--- src/rtl/pc_seq_pkg.sv ---
`default_nettype none
// ============================================================================
// Package     : pc_seq_pkg
// Description : Shared types and constants for the PC fetch sequencer.
//               Provides the sequencer state enum, the FaultCode encodings
//               and the sequential PC increment.
// Revision    : 1.0 - initial release
// ============================================================================
package pc_seq_pkg;

  typedef enum logic [2:0] {
    ST_BOOT    = 3'd0,
    ST_FETCH   = 3'd1,
    ST_ISSUE   = 3'd2,
    ST_RESOLVE = 3'd3,
    ST_HALTED  = 3'd4,
    ST_FAULT   = 3'd5
  } seq_state_e;

  localparam logic [1:0] FC_NONE     = 2'b00;
  localparam logic [1:0] FC_TIMEOUT  = 2'b01;
  localparam logic [1:0] FC_MISALIGN = 2'b10;

  localparam logic [63:0] PC_INC = 64'd4;

endpackage
`default_nettype wire

--- src/rtl/next_pc_calc.sv ---
`default_nettype none
// ============================================================================
// Module      : next_pc_calc
// Description : Combinational next-PC selection. The unconditional branch
//               wins over the conditional one; all sums wrap modulo 2^64.
// Ports       : pc            in  64  PC of the resolving instruction
//               imm           in  64  sign-extended byte offset
//               branch        in  1   conditional branch instruction
//               alu_zero      in  1   ALU zero flag (condition met)
//               uncond_branch in  1   unconditional branch instruction
//               next_pc       out 64  selected next PC
//               misaligned    out 1   next_pc not word aligned
// Revision    : 1.0 - initial release
// ============================================================================
module next_pc_calc
  import pc_seq_pkg::*;
(
  input  logic [63:0] pc,
  input  logic [63:0] imm,
  input  logic        branch,
  input  logic        alu_zero,
  input  logic        uncond_branch,
  output logic [63:0] next_pc,
  output logic        misaligned
);

  logic take_branch;

  always_comb begin
    take_branch = uncond_branch | (branch & alu_zero);
    next_pc     = take_branch ? (pc + imm) : (pc + PC_INC);
    misaligned  = |next_pc[1:0];
  end

endmodule
`default_nettype wire

--- src/rtl/pc_fetch_sequencer.sv ---
`default_nettype none
// ============================================================================
// Module      : pc_fetch_sequencer
// Description : Single-issue instruction fetch sequencer. Boots from
//               StartPC, fetches one word at a time, hands it to decode and
//               waits for execute to resolve it before updating the PC.
//               Fetch timeouts and misaligned branch targets raise a sticky
//               fault that only reset clears.
// Ports       : CLK           in  1        rising-edge clock
//               resetl        in  1        asynchronous active-low reset
//               StartPC       in  64       boot address
//               IMemReq       out 1        fetch request
//               IMemAddr      out 64       fetch address (= PC)
//               IMemAck       in  1        fetch complete
//               IMemData      in  32       fetched instruction word
//               Instruction   out 32       latched instruction
//               InstValid     out 1        Instruction valid for issue
//               InstReady     in  1        decode accepts Instruction
//               ResolveValid  in  1        execute resolved instruction
//               Branch        in  1        conditional branch
//               ALUZero       in  1        branch condition met
//               Uncondbranch  in  1        unconditional branch
//               SignExtImm64  in  64       branch byte offset
//               Halt          in  1        stop after current retire
//               CurrentPC     out 64       PC register
//               RetireCount   out RETIRE_W retired-instruction count
//               Fault         out 1        sticky fault flag
//               FaultCode     out 2        01 timeout, 10 misaligned
// Revision    : 1.0 - initial release
// ============================================================================
module pc_fetch_sequencer
  import pc_seq_pkg::*;
#(
  parameter int FETCH_TIMEOUT = 16,
  parameter int RETIRE_W      = 32
) (
  input  logic                CLK,
  input  logic                resetl,
  input  logic [63:0]         StartPC,
  output logic                IMemReq,
  output logic [63:0]         IMemAddr,
  input  logic                IMemAck,
  input  logic [31:0]         IMemData,
  output logic [31:0]         Instruction,
  output logic                InstValid,
  input  logic                InstReady,
  input  logic                ResolveValid,
  input  logic                Branch,
  input  logic                ALUZero,
  input  logic                Uncondbranch,
  input  logic [63:0]         SignExtImm64,
  input  logic                Halt,
  output logic [63:0]         CurrentPC,
  output logic [RETIRE_W-1:0] RetireCount,
  output logic                Fault,
  output logic [1:0]          FaultCode
);

  // The counter only ever holds 0..FETCH_TIMEOUT-1: the cycle it would
  // reach FETCH_TIMEOUT is the cycle the FSM leaves FETCH.
  localparam int              TO_W    = (FETCH_TIMEOUT > 1) ? $clog2(FETCH_TIMEOUT) : 1;
  localparam logic [TO_W-1:0] TO_LAST = TO_W'(FETCH_TIMEOUT - 1);

  seq_state_e          state;
  seq_state_e          state_nxt;
  logic [63:0]         pc;
  logic [31:0]         instr;
  logic [RETIRE_W-1:0] retire_cnt;
  logic                fault;
  logic [1:0]          fault_code;
  logic [TO_W-1:0]     to_cnt;

  logic [63:0]         next_pc;
  logic                next_pc_misaligned;

  logic                fetch_done;
  logic                fetch_timeout;
  logic                resolve_ok;
  logic                resolve_bad;

  next_pc_calc u_next_pc_calc (
    .pc            (pc),
    .imm           (SignExtImm64),
    .branch        (Branch),
    .alu_zero      (ALUZero),
    .uncond_branch (Uncondbranch),
    .next_pc       (next_pc),
    .misaligned    (next_pc_misaligned)
  );

  // --------------------------------------------------------------------------
  // State register
  // --------------------------------------------------------------------------
  always_ff @(posedge CLK or negedge resetl) begin
    if (!resetl) begin
      state <= ST_BOOT;
    end else begin
      state <= state_nxt;
    end
  end

  // --------------------------------------------------------------------------
  // Next-state and handshake outputs
  // --------------------------------------------------------------------------
  always_comb begin
    state_nxt     = state;
    IMemReq       = 1'b0;
    InstValid     = 1'b0;
    fetch_done    = 1'b0;
    fetch_timeout = 1'b0;
    resolve_ok    = 1'b0;
    resolve_bad   = 1'b0;

    case (state)
      ST_BOOT: begin
        state_nxt = ST_FETCH;
      end

      ST_FETCH: begin
        IMemReq = 1'b1;
        if (IMemAck) begin
          fetch_done = 1'b1;
          state_nxt  = ST_ISSUE;
        end else if (to_cnt == TO_LAST) begin
          fetch_timeout = 1'b1;
          state_nxt     = ST_FAULT;
        end
      end

      ST_ISSUE: begin
        InstValid = 1'b1;
        if (InstReady) begin
          state_nxt = ST_RESOLVE;
        end
      end

      ST_RESOLVE: begin
        if (ResolveValid) begin
          if (next_pc_misaligned) begin
            resolve_bad = 1'b1;
            state_nxt   = ST_FAULT;
          end else begin
            resolve_ok = 1'b1;
            state_nxt  = Halt ? ST_HALTED : ST_FETCH;
          end
        end
      end

      ST_HALTED: begin
        if (!Halt) begin
          state_nxt = ST_FETCH;
        end
      end

      ST_FAULT: begin
        state_nxt = ST_FAULT;
      end

      default: begin
        state_nxt = ST_BOOT;
      end
    endcase
  end

  // --------------------------------------------------------------------------
  // PC, instruction latch, retire counter, fault flags, fetch timeout
  // --------------------------------------------------------------------------
  always_ff @(posedge CLK or negedge resetl) begin
    if (!resetl) begin
      pc         <= 64'd0;
      instr      <= 32'd0;
      retire_cnt <= '0;
      fault      <= 1'b0;
      fault_code <= FC_NONE;
      to_cnt     <= '0;
    end else begin
      if (state == ST_BOOT) begin
        pc <= StartPC;
      end

      if (fetch_done) begin
        instr <= IMemData;
      end

      if (resolve_ok) begin
        pc         <= next_pc;
        retire_cnt <= retire_cnt + RETIRE_W'(1);
      end

      if (fetch_timeout) begin
        fault      <= 1'b1;
        fault_code <= FC_TIMEOUT;
      end

      if (resolve_bad) begin
        fault      <= 1'b1;
        fault_code <= FC_MISALIGN;
      end

      // Counts only while staying in FETCH, so every entry starts from zero.
      if ((state == ST_FETCH) && (state_nxt == ST_FETCH)) begin
        to_cnt <= to_cnt + TO_W'(1);
      end else begin
        to_cnt <= '0;
      end
    end
  end

  assign IMemAddr    = pc;
  assign CurrentPC   = pc;
  assign Instruction = instr;
  assign RetireCount = retire_cnt;
  assign Fault       = fault;
  assign FaultCode   = fault_code;

endmodule
`default_nettype wire

--- config.mk ---
export PLATFORM = sky130hd
export DESIGN_NAME = pc_fetch_sequencer
export DESIGN_NICKNAME = d
export VERILOG_FILES = /design/src/rtl/pc_seq_pkg.sv /design/src/rtl/next_pc_calc.sv /design/src/rtl/pc_fetch_sequencer.sv
export SDC_FILE = /design/constraint.sdc
export NUM_CORES = 1
export LEC_CHECK = 0
export CORE_MARGIN = 1.5
export CORE_UTILIZATION = 49
export CTS_BUF_LIST = sky130_fd_sc_hd__clkbuf_8
export CTS_CLUSTER_SIZE = 10
export DETAILED_ROUTE_END_ITERATION = 10
export HOLD_SLACK_MARGIN = 0.15
export PLACE_DENSITY_LB_ADDON = 0.1
export SYNTH_ARGS = -nofsm -noshare
export SYNTH_HDL_FRONTEND = slang
export SYNTH_SLANG_ARGS = --single-unit
--- constraint.sdc ---
create_clock -name CLK -period 3.9 [get_ports CLK]
set_clock_uncertainty 0.1 [all_clocks]
set_input_delay 0.78 -clock CLK [delete_from_list [all_inputs] [get_ports CLK]]
set_output_delay 0.78 -clock CLK [all_outputs]
set_load 0.05 [all_outputs]
==> results.json, run 1 <==
{
  "via_count": 12500,
  "critPathArrivalTime_ns": 3.94,
  "finalSetupViolations": 0,
  "max_slew.worst_pin.slew_ns": 1.33,
  "grt_start_max_net_pins": 68,
  "intPower_mw": 2.38,
  "critPathLaunchType": "input pin",
  "cts_max_level": 4,
  "finish.instance_area_mm2": 0.0164,
  "hold_path.class": "input pin to asynchronous set/reset pin",
  "cts_hold_buf": 0,
  "gr-total-overflow": 0,
  "antenna_found_initial": 1,
  "cts_buffers": 17,
  "drc": 0,
  "port_buffers": 365,
  "dieWidth_um": 157,
  "swShare": 0.316,
  "cp.required_ns": 4.17,
  "worst_path_max_delay_cell": "a2111oi_0",
  "synth_area_mm2": 0.0116,
  "slew_headroom": 0.115,
  "drtIter0Drc": 1026,
  "post-cts-setup-buffers": 0,
  "power_leakage_nw": 7.10,
  "outcome": "complete, no violations",
  "grt_pass1_wl_um": 64300,
  "synth_warnings": 0,
  "p_clk_frac": 0.358,
  "grt_setup_unrepaired": "false",
  "ctsResizeCount": 0,
  "cts_tree": "built",
  "mostFrequentLayoutCells": "clkdlybuf4s50_1 (364), nand2_1 (170), buf_4 (143), dfrtp_1 (138), a21oi_1 (119)",
  "final_nets": 2033,
  "netlist_instances": 1391,
  "ys_async_sr_fraction": 1.00,
  "first_pass_iters": 5,
  "synth-seq-cells": 138,
  "synth_edf_count": 0,
  "clock_path_buffers": 2,
  "core_area_mm2": 0.0233,
  "final_max_slew_viol_count": 0,
  "gp_congestion": 1.02,
  "timing.hold.ws_ns": 0.157,
  "post-dp-hpwl_um": 32200,
  "crit_chain": "clkdlybuf4s50_1, ha_1, fa_1, a211oi_1, nor2_1, o22ai_2, a21oi_1, a311oi_1, buf_4, a21oi_2, a2111oi_0, o41ai_1, xnor2_1, a21oi_1",
  "finalCritPeriodShare": 0.943,
  "ys_seq_area_frac": 0.298,
  "p_comb_frac": 0.222,
  "path_class": "input pin to register",
  "fin_crit_ns": 3.68,
  "detail-route-antenna-nets": 0,
  "critPathMaxFanout": 4,
  "path_clk_slew_ns": 0.10,
  "crit_path_frequent_cell": "a21oi_1",
  "cp-end-kind": "register",
  "postSynthAreaPerCell_um2": 8.34,
  "final_common_cell": "clkdlybuf4s50_1",
  "wl_per_cell_um": 19.6,
  "fmax_ghz": 0.272,
  "syn_nets": 1627,
  "vias_per_cell": 5.86,
  "drive_gt1_frac": 0.142,
  "yosysUniqueCellTypes": 87,
  "initial_core_util": 0.497,
  "p_sw_mw": 1.10,
  "wirelength_um": 41800,
  "powerDensity_mw_per_mm2": 212,
  "seq_power_share": 0.420,
  "grt_pass1_vias": 11900,
  "max_cap_viol_count": 0,
  "ir_drop_uv": 222,
  "ioPinCount": 366,
  "clk_latency_ns": 0.45,
  "die_h_um": 157,
  "clock-root-buffer": "clkbuf_8",
  "synth_top_flop_cell": "dfrtp_1",
  "dpl_cell_area_mm2": 0.0160,
  "syn_to_final_growth_pct": 41.6,
  "track_usage": 0.336,
  "dieArea_mm2": 0.0246,
  "cts.sinks": 138,
  "fp-row-count": 56,
  "hold_viol": 0,
  "critPathMaxStageDelay_ns": 0.48
}
-- registers in the layout (all words and copies together) (netlist names) --
name         flops
to_cnt           4
RetireCount     32
Fault            1
CurrentPC       64
state            3
FaultCode        2
Instruction     32
-- critical path: cells and delay by family --
kind / cells / cell delay, ns
AOI/OAI and AO/OA: 8 / 1.64
buffers and inverters: 2 / 0.57
xor gates and xnor gates: 1 / 0.14
adders and majority gates: 2 / 0.65
and+or+nand+nor: 1 / 0.12
-- final cells by class --
cell class                 instances  area, um2
antenna                            1       2.50
clock buffer                      18        248
clock inverter                    14        151
fill                            1968       6900
inverter                          30        113
multi-input combinational       1099       7280
sequential                       138       3450
tap                              319        399
timing repair buffer             511       4790
-- routing by layer --
| layer | vias to the layer above | share of wire | global-route usage |
|---|---|---|---|
| met1 | 5957 | 0.42 | 0.446 |
| met2 | 631 | 0.46 | 0.541 |
| met5 | - | 0 | 0 |
| met4 | 0 | 0.033 | 0.130 |
| li1 | 5829 | - | - |
| met3 | 73 | 0.086 | 0.0642 |
-- power groups by stage --
stage / logic, mW / clock network [mW] / registers (mW)
after floorplan: 0.288 / 0 / 1.56
after global placement: 0.754 / 0 / 1.49
after detailed placement: 0.761 / 0 / 1.49
after CTS: 0.766 / 1.26 / 1.46
after global routing: 0.827 / 1.31 / 1.46
final: 0.772 / 1.24 / 1.46
-- synth_stat cells, drive strengths merged, types with 8 or more instances --
cell type	n	area, um2
nand2	172	648
o21bai	16	120
o211ai	12	90.1
and3	22	141
nand3	53	275
a211oi	24	190
nor2	98	370
a21oi	122	622
nor3	18	101
o21ai	92	460
xnor2	67	587
a21o	25	188
nor2b	10	62.6
buf	75	549
a221oi	8	76.3
inv	30	113
or3	8	50.1
dfrtp	138	3450
ha	66	826
a31oi	25	156
o221ai	9	78.8
clkbuf	47	183
and4	11	97.6
xor2	53	464
mux2	33	372
nor4	17	158
nand4	40	302
-- path summary, 6_finish.rpt --
| check | slack [ns] | depth (start not counted) | to | start |
|---|---|---|---|---|
| worst min-delay path | 0.16 | 1 | Instruction[28]$_DFFE_PN0P_ | resetl |
| worst min register to register | 0.38 | 1 | to_cnt[0]$_DFF_PN0_ | to_cnt[0]$_DFF_PN0_ |
| max in group asynchronous | 2.74 | 2 | CurrentPC[50]$_DFFE_PN0P_ | resetl |
| worst max-delay path | 0.22 | 14 | CurrentPC[56]$_DFFE_PN0P_ | SignExtImm64[0] |
| min in group CLK | 0.38 | 1 | to_cnt[0]$_DFF_PN0_ | to_cnt[0]$_DFF_PN0_ |
| worst max register to register | 0.46 | 13 | CurrentPC[56]$_DFFE_PN0P_ | CurrentPC[0]$_DFFE_PN0P_ |
-- metrics by stage --
step | instances | setup TNS, ns | worst slack, ns | power [mW] | util
after floorplan | 1391 | 0 | 0.510 | 1.85 | -
after global placement | 2097 | -0.409 | -0.0996 | 2.24 | 0.687
after detailed placement | 2097 | -1.33 | -0.177 | 2.25 | 0.687
after CTS | 2129 | 0 | 0.280 | 3.48 | 0.704
after global routing | 2130 | 0 | 0.0616 | 3.61 | 0.704
final | 2130 | 0 | 0.222 | 3.48 | 0.704
-- cell families (layout without fill, tap and decap cells) --
logic type      after synthesis  in the layout  share of synthesized area
compound gates              396            396                      0.219
simple gates                480            480                      0.209
other cells                   0              1                          0
flops                       138            138                      0.298
xor+xnor                    120            120                     0.0906
fa+ha+maj                    67             67                     0.0729
mux                          36             36                     0.0346
buf+inv                     154            573                     0.0763
Note: power is estimated with default switching activity, not from simulation.
==> run 2, diff against run 1 <==
SLEW_MARGIN = 20   (was default)
==> run 2 against run 1 <==
  * Via count grew 0.70%
  * Sequential share of layout area about the same
  * Worst setup slack gained 0.041 ns
  * Largest power group unchanged
  * Sequential cell count stayed put
  * Non-clock buffer count rose by 1
  * Global-route usage increased by 0.057 points
  * Wire length about the same
==> results.json, run 2 (synthesized netlist as in run 1, its figures left out) <==
{
  "outcome": "complete, no violations",
  "postLayoutCoreUtil": 0.705,
  "hold_viol": 0,
  "swShare": 0.317,
  "gp_congestion": 1.02,
  "grt_start_max_net_pins": 68,
  "dieArea_mm2": 0.0246,
  "fin_crit_ns": 3.64,
  "syn_to_final_growth_pct": 41.8,
  "gr-total-overflow": 0,
  "initial_core_util": 0.497,
  "cp.buffers_inverters": 2,
  "seq_power_share": 0.420,
  "finalSetupViolations": 0,
  "post-dp-hpwl_um": 32200,
  "cts.sinks": 138,
  "wirelength_um": 41900,
  "vias_per_cell": 5.90,
  "crit_chain": "clkdlybuf4s50_1, ha_1, a21oi_1, o21ai_0, a211o_1, a32o_1, a31oi_1, buf_4, o31ai_1, or2_4, a221oi_2, xor2_1, o21ai_1",
  "fin_setup_tns_ns": 0,
  "clock_path_buffers": 2,
  "critPathMaxFanout": 5,
  "total_power_mw": 3.48,
  "cp-end-kind": "register",
  "p_sw_mw": 1.11,
  "final_nets": 2034,
  "wl_per_cell_um": 19.6,
  "grt_pass1_wl_um": 64300,
  "fp-row-count": 56,
  "dieWidth_um": 157,
  "path_delay_family": "compound AO/OA/AOI/OAI gates",
  "max_slew.worst_pin.slew_ns": 0.703,
  "post-cts-setup-buffers": 0,
  "detail-route-antenna-nets": 0,
  "worst_path_max_delay_cell": "clkdlybuf4s50_1",
  "cts_max_level": 4,
  "hold_path.class": "register to register",
  "grt_pass1_vias": 11800,
  "ir_drop_uv": 149,
  "grt_setup_unrepaired": "false",
  "ioPinCount": 366,
  "powerDensity_mw_per_mm2": 212,
  "final_common_cell": "clkdlybuf4s50_1",
  "max_cap_viol_count": 0,
  "dp_slack_ns": -0.152,
  "die_h_um": 157,
  "power_leakage_nw": 7.11,
  "core_area_mm2": 0.0233,
  "slew_headroom": 0.531,
  "clock-root-buffer": "clkbuf_8",
  "finalCritPeriodShare": 0.933,
  "largest_reg_flops": 64,
  "cp.required_ns": 4.13,
  "timing.hold.ws_ns": 0.381,
  "drtIter0Drc": 1218,
  "cts_tree": "built",
  "mostFrequentLayoutCells": "clkdlybuf4s50_1 (364), nand2_1 (170), buf_4 (143), dfrtp_1 (138), a21oi_1 (119)",
  "first_pass_iters": 5,
  "fmax_ghz": 0.275,
  "antenna_found_initial": 2,
  "path_clk_slew_ns": 0.09,
  "cts_buffers": 17,
  "critPathLaunchType": "input pin",
  "p_comb_frac": 0.222,
  "intPower_mw": 2.38,
  "p_clk_frac": 0.359,
  "track_usage": 0.337,
  "path_class": "input pin to register",
  "final_max_slew_viol_count": 0,
  "drive_gt1_frac": 0.142,
  "drc": 0,
  "clk_latency_ns": 0.47,
  "port_buffers": 365,
  "finalWorstSetupSlack_ns": 0.263,
  "critPathArrivalTime_ns": 3.87,
  "via_count": 12600,
  "critPathMaxStageDelay_ns": 0.42
}
## run 2: cell count changes in the layout (fill, tap and decap cells not counted), sizes merged
cell,change
diode,+1
dlygate4sd3,+1
## run 2: cell type report
class | instances | area [um2]
Sequential cell | 138 | 3450
Fill cell | 1943 | 6880
Multi-Input combinational cell | 1099 | 7290
Clock inverter | 14 | 151
Timing Repair Buffer | 512 | 4800
Antenna cell | 2 | 5.00
Tap cell | 319 | 399
Clock buffer | 18 | 248
Inverter | 30 | 113
## run 2: layer usage
metal / up-vias / track usage / wire (um)
li1: 5843 / - / -
met1: 5955 / 0.442 / 17100
met2: 684 / 0.545 / 19500
met3: 96 / 0.0628 / 3840
met4: 0 / 0.138 / 1370
met5: - / 0 / 0
## run 2: final timing paths
kind	startpoint	endpoint	slack, ns	depth (start not counted)
max	SignExtImm64[18]	CurrentPC[61]$_DFFE_PN0P_	0.26	13
min	to_cnt[0]$_DFF_PN0_	to_cnt[0]$_DFF_PN0_	0.38	1
max reg2reg	CurrentPC[18]$_DFFE_PN0P_	CurrentPC[63]$_DFFE_PN0P_	0.52	12
min reg2reg	to_cnt[0]$_DFF_PN0_	to_cnt[0]$_DFF_PN0_	0.38	1
max in group asynchronous	resetl	CurrentPC[50]$_DFFE_PN0P_	2.17	3
min in group asynchronous	resetl	Instruction[30]$_DFFE_PN0P_	0.74	2
## run 2: stage by stage
step | std cells | area [um2]
final | 2132 | 16500
after global placement | 2097 | 16000
after CTS | 2130 | 16400
after detailed placement | 2097 | 16000
after global routing | 2132 | 16500
after floorplan | 1391 | 11600
## run 2: power groups by stage
stage | sequential, mW | clock, mW | combinational, mW
final | 1.46 | 1.25 | 0.773
after global routing | 1.46 | 1.32 | 0.828
after CTS | 1.46 | 1.26 | 0.767
after detailed placement | 1.49 | 0 | 0.761
after global placement | 1.49 | 0 | 0.754
after floorplan | 1.56 | 0 | 0.288
## run 2: what timing repair did
item / CTS / global route
resized for setup: 0 / 2
endpoints found under the hold margin: 17 / 0
hold buffers: 1 / 0
setup endpoints to repair: 0 / 1
## run 2: worst reg2reg max path, cell delays in order (launching register included)
cell and delay, ns:
dfrtp_1 0.47, ha_1 0.40, a21oi_1 0.13, o21ai_0 0.28
a211o_1 0.22, a32o_1 0.19, a31oi_1 0.04, buf_4 0.14
o31ai_1 0.52, mux2_2 0.41, o211ai_1 0.16, o21ai_0 0.10
a21oi_1 0.12
==> run 3, diff against run 2 <==
CELL_PAD_IN_SITES_DETAIL_PLACEMENT = 1   (was default)
CELL_PAD_IN_SITES_GLOBAL_PLACEMENT = 1   (was default)
CORE_UTILIZATION = 35   (was 49)
GPL_ROUTABILITY_DRIVEN = 0   (was default)
==> run 3 against run 2 <==
  * Critical path depth grew 2
  * Largest power group unchanged
  * Combinational power up 4.5%
  * Utilization fell by 19 points
  * Clock power is 8% higher
  * Highest routed layer is now met5
==> results.json, run 3 (synthesized netlist as in run 1, its figures left out) <==
{
  "outcome": "complete, no violations",
  "grt_pass1_vias": 13200,
  "post-dp-hpwl_um": 40500,
  "post-cts-setup-buffers": 0,
  "final_max_slew_viol_count": 0,
  "critPathMaxStageDelay_ns": 0.43,
  "finalCritPeriodShare": 0.932,
  "dieWidth_um": 185,
  "ir_drop_uv": 187,
  "crit_path_frequent_cell": "buf_4",
  "wirelength_um": 51300,
  "track_usage": 0.297,
  "regToRegSetupSlack_ns": 0.49,
  "ff_latch_area_mm2": 0.00345,
  "grt_pass1_wl_um": 77200,
  "slew_headroom": 0.472,
  "final_common_cell": "clkdlybuf4s50_1",
  "cts_max_level": 4,
  "grt_setup_unrepaired": "false",
  "hold_viol": 0,
  "max_cap_viol_count": 0,
  "path_clk_slew_ns": 0.11,
  "drc": 0,
  "cts_hold_buf": 0,
  "critPathArrivalTime_ns": 3.87,
  "powerDensity_mw_per_mm2": 215,
  "vias_per_cell": 5.56,
  "die_h_um": 185,
  "cts.sinks": 138,
  "multi_input_area_mm2": 0.00730,
  "via_count": 12700,
  "path_depth": 15,
  "cts_tree": "built",
  "dieArea_mm2": 0.0343,
  "cp.required_ns": 4.14,
  "largest_reg_flops": 64,
  "clock-root-buffer": "clkbuf_8",
  "path_class": "input pin to register",
  "finalSetupViolations": 0,
  "startpoint": "SignExtImm64[16]",
  "antenna_found_initial": 4,
  "clock_path_buffers": 2,
  "detail-route-antenna-nets": 0,
  "ioPinCount": 366,
  "max_slew.worst_pin.slew_ns": 0.792,
  "crit_chain": "clkdlybuf4s50_1, ha_1, buf_4, nand4_1, a211oi_2, inv_1, a2111oi_2, o211ai_1, buf_4, a21oi_1, a211oi_1, buf_4, o31ai_1, xnor2_1, o211ai_1",
  "drtIter0Drc": 722,
  "cp.buffers_inverters": 5,
  "r2r_start": "CurrentPC[16]$_DFFE_PN0P_",
  "grt_start_max_net_pins": 81,
  "r2r_cells": 14,
  "wl_per_cell_um": 22.5,
  "hold_path.class": "input pin to asynchronous set/reset pin",
  "fin_crit_ns": 3.63,
  "core_area_mm2": 0.0326,
  "total_power_mw": 3.62,
  "gr-total-overflow": 0,
  "worst_path_max_delay_cell": "clkdlybuf4s50_1",
  "fmax_ghz": 0.275,
  "cp-end-kind": "register",
  "fin_setup_tns_ns": 0,
  "power_leakage_nw": 7.24,
  "finish.instance_area_mm2": 0.0168,
  "syn_to_final_growth_pct": 45.0,
  "final_nets": 2057,
  "path_delay_family": "compound AO/OA/AOI/OAI gates",
  "clk_latency_ns": 0.48,
  "critPathMaxFanout": 5,
  "initial_core_util": 0.356,
  "fp-row-count": 66,
  "postLayoutCoreUtil": 0.516,
  "first_pass_iters": 5,
  "mostFrequentLayoutCells": "clkdlybuf4s50_1 (364), nand2_1 (170), buf_4 (166), dfrtp_1 (138), a21oi_1 (119)",
  "reg2reg_to": "CurrentPC[62]$_DFFE_PN0P_",
  "critPathLaunchType": "input pin",
  "cts_buffers": 17,
  "fillers": 3821,
  "port_buffers": 365,
  "drive_gt1_frac": 0.154,
  "dpl_cell_area_mm2": 0.0164
}
[run 3: repair_timing]
item / in CTS / in global routing
setup endpoints to repair: 0 / 3
gates resized for setup: 0 / 4
endpoints found under the hold margin: 0 / 0
[run 3: report_power, final]
group	internal, mW	total, mW	switching [mW]
clock network	0.649	1.35	0.700
registers	1.45	1.46	0.0133
logic	0.387	0.808	0.421
total	2.49	3.62	1.13
[run 3: metrics by stage]
step | instances | hold slack, ns | setup WS [ns]
floorplan | 1391 | 0.333 | 0.510
global placement | 2244 | 0.348 | -0.274
detailed placement | 2244 | 0.372 | -0.330
CTS | 2276 | 0.240 | 0.152
global route | 2276 | 0.272 | 0.00906
finish | 2279 | 0.224 | 0.266
[run 3: worst max path at each step]
| stage | to | slack (ns) |
|---|---|---|
| 2_1_floorplan | CurrentPC[56]$_DFFE_PN0P_ | 0.51 |
| 3_3_place_gp | CurrentPC[63]$_DFFE_PN0P_ | -0.27 |
| 3_5_place_dp | CurrentPC[63]$_DFFE_PN0P_ | -0.33 |
| 4_1_cts | CurrentPC[63]$_DFFE_PN0P_ | 0.15 |
| 5_1_grt | CurrentPC[58]$_DFFE_PN0P_ | 0.009 |
| 6_report | CurrentPC[62]$_DFFE_PN0P_ | 0.27 |
[run 3: layout make-up]
| class | count | share of cell area |
|---|---|---|
| well taps | 442 | 0.0329 |
| multi-input cells | 1099 | 0.434 |
| repair buffers | 535 | 0.296 |
| clock inverters | 15 | 0.0113 |
| flip-flops and latches | 138 | 0.205 |
| clock buffers | 17 | 0.0139 |
| diodes | 3 | 0.000446 |
| inverters | 30 | 0.00669 |
[run 3: routing by layer]
layer	global-route usage	routed length (um)	vias to the layer above
li1	-	-	5868
met4	0.125	1900	2
met2	0.483	23200	458
met3	0.0545	3320	80
met5	0	12	-
met1	0.387	22900	6274
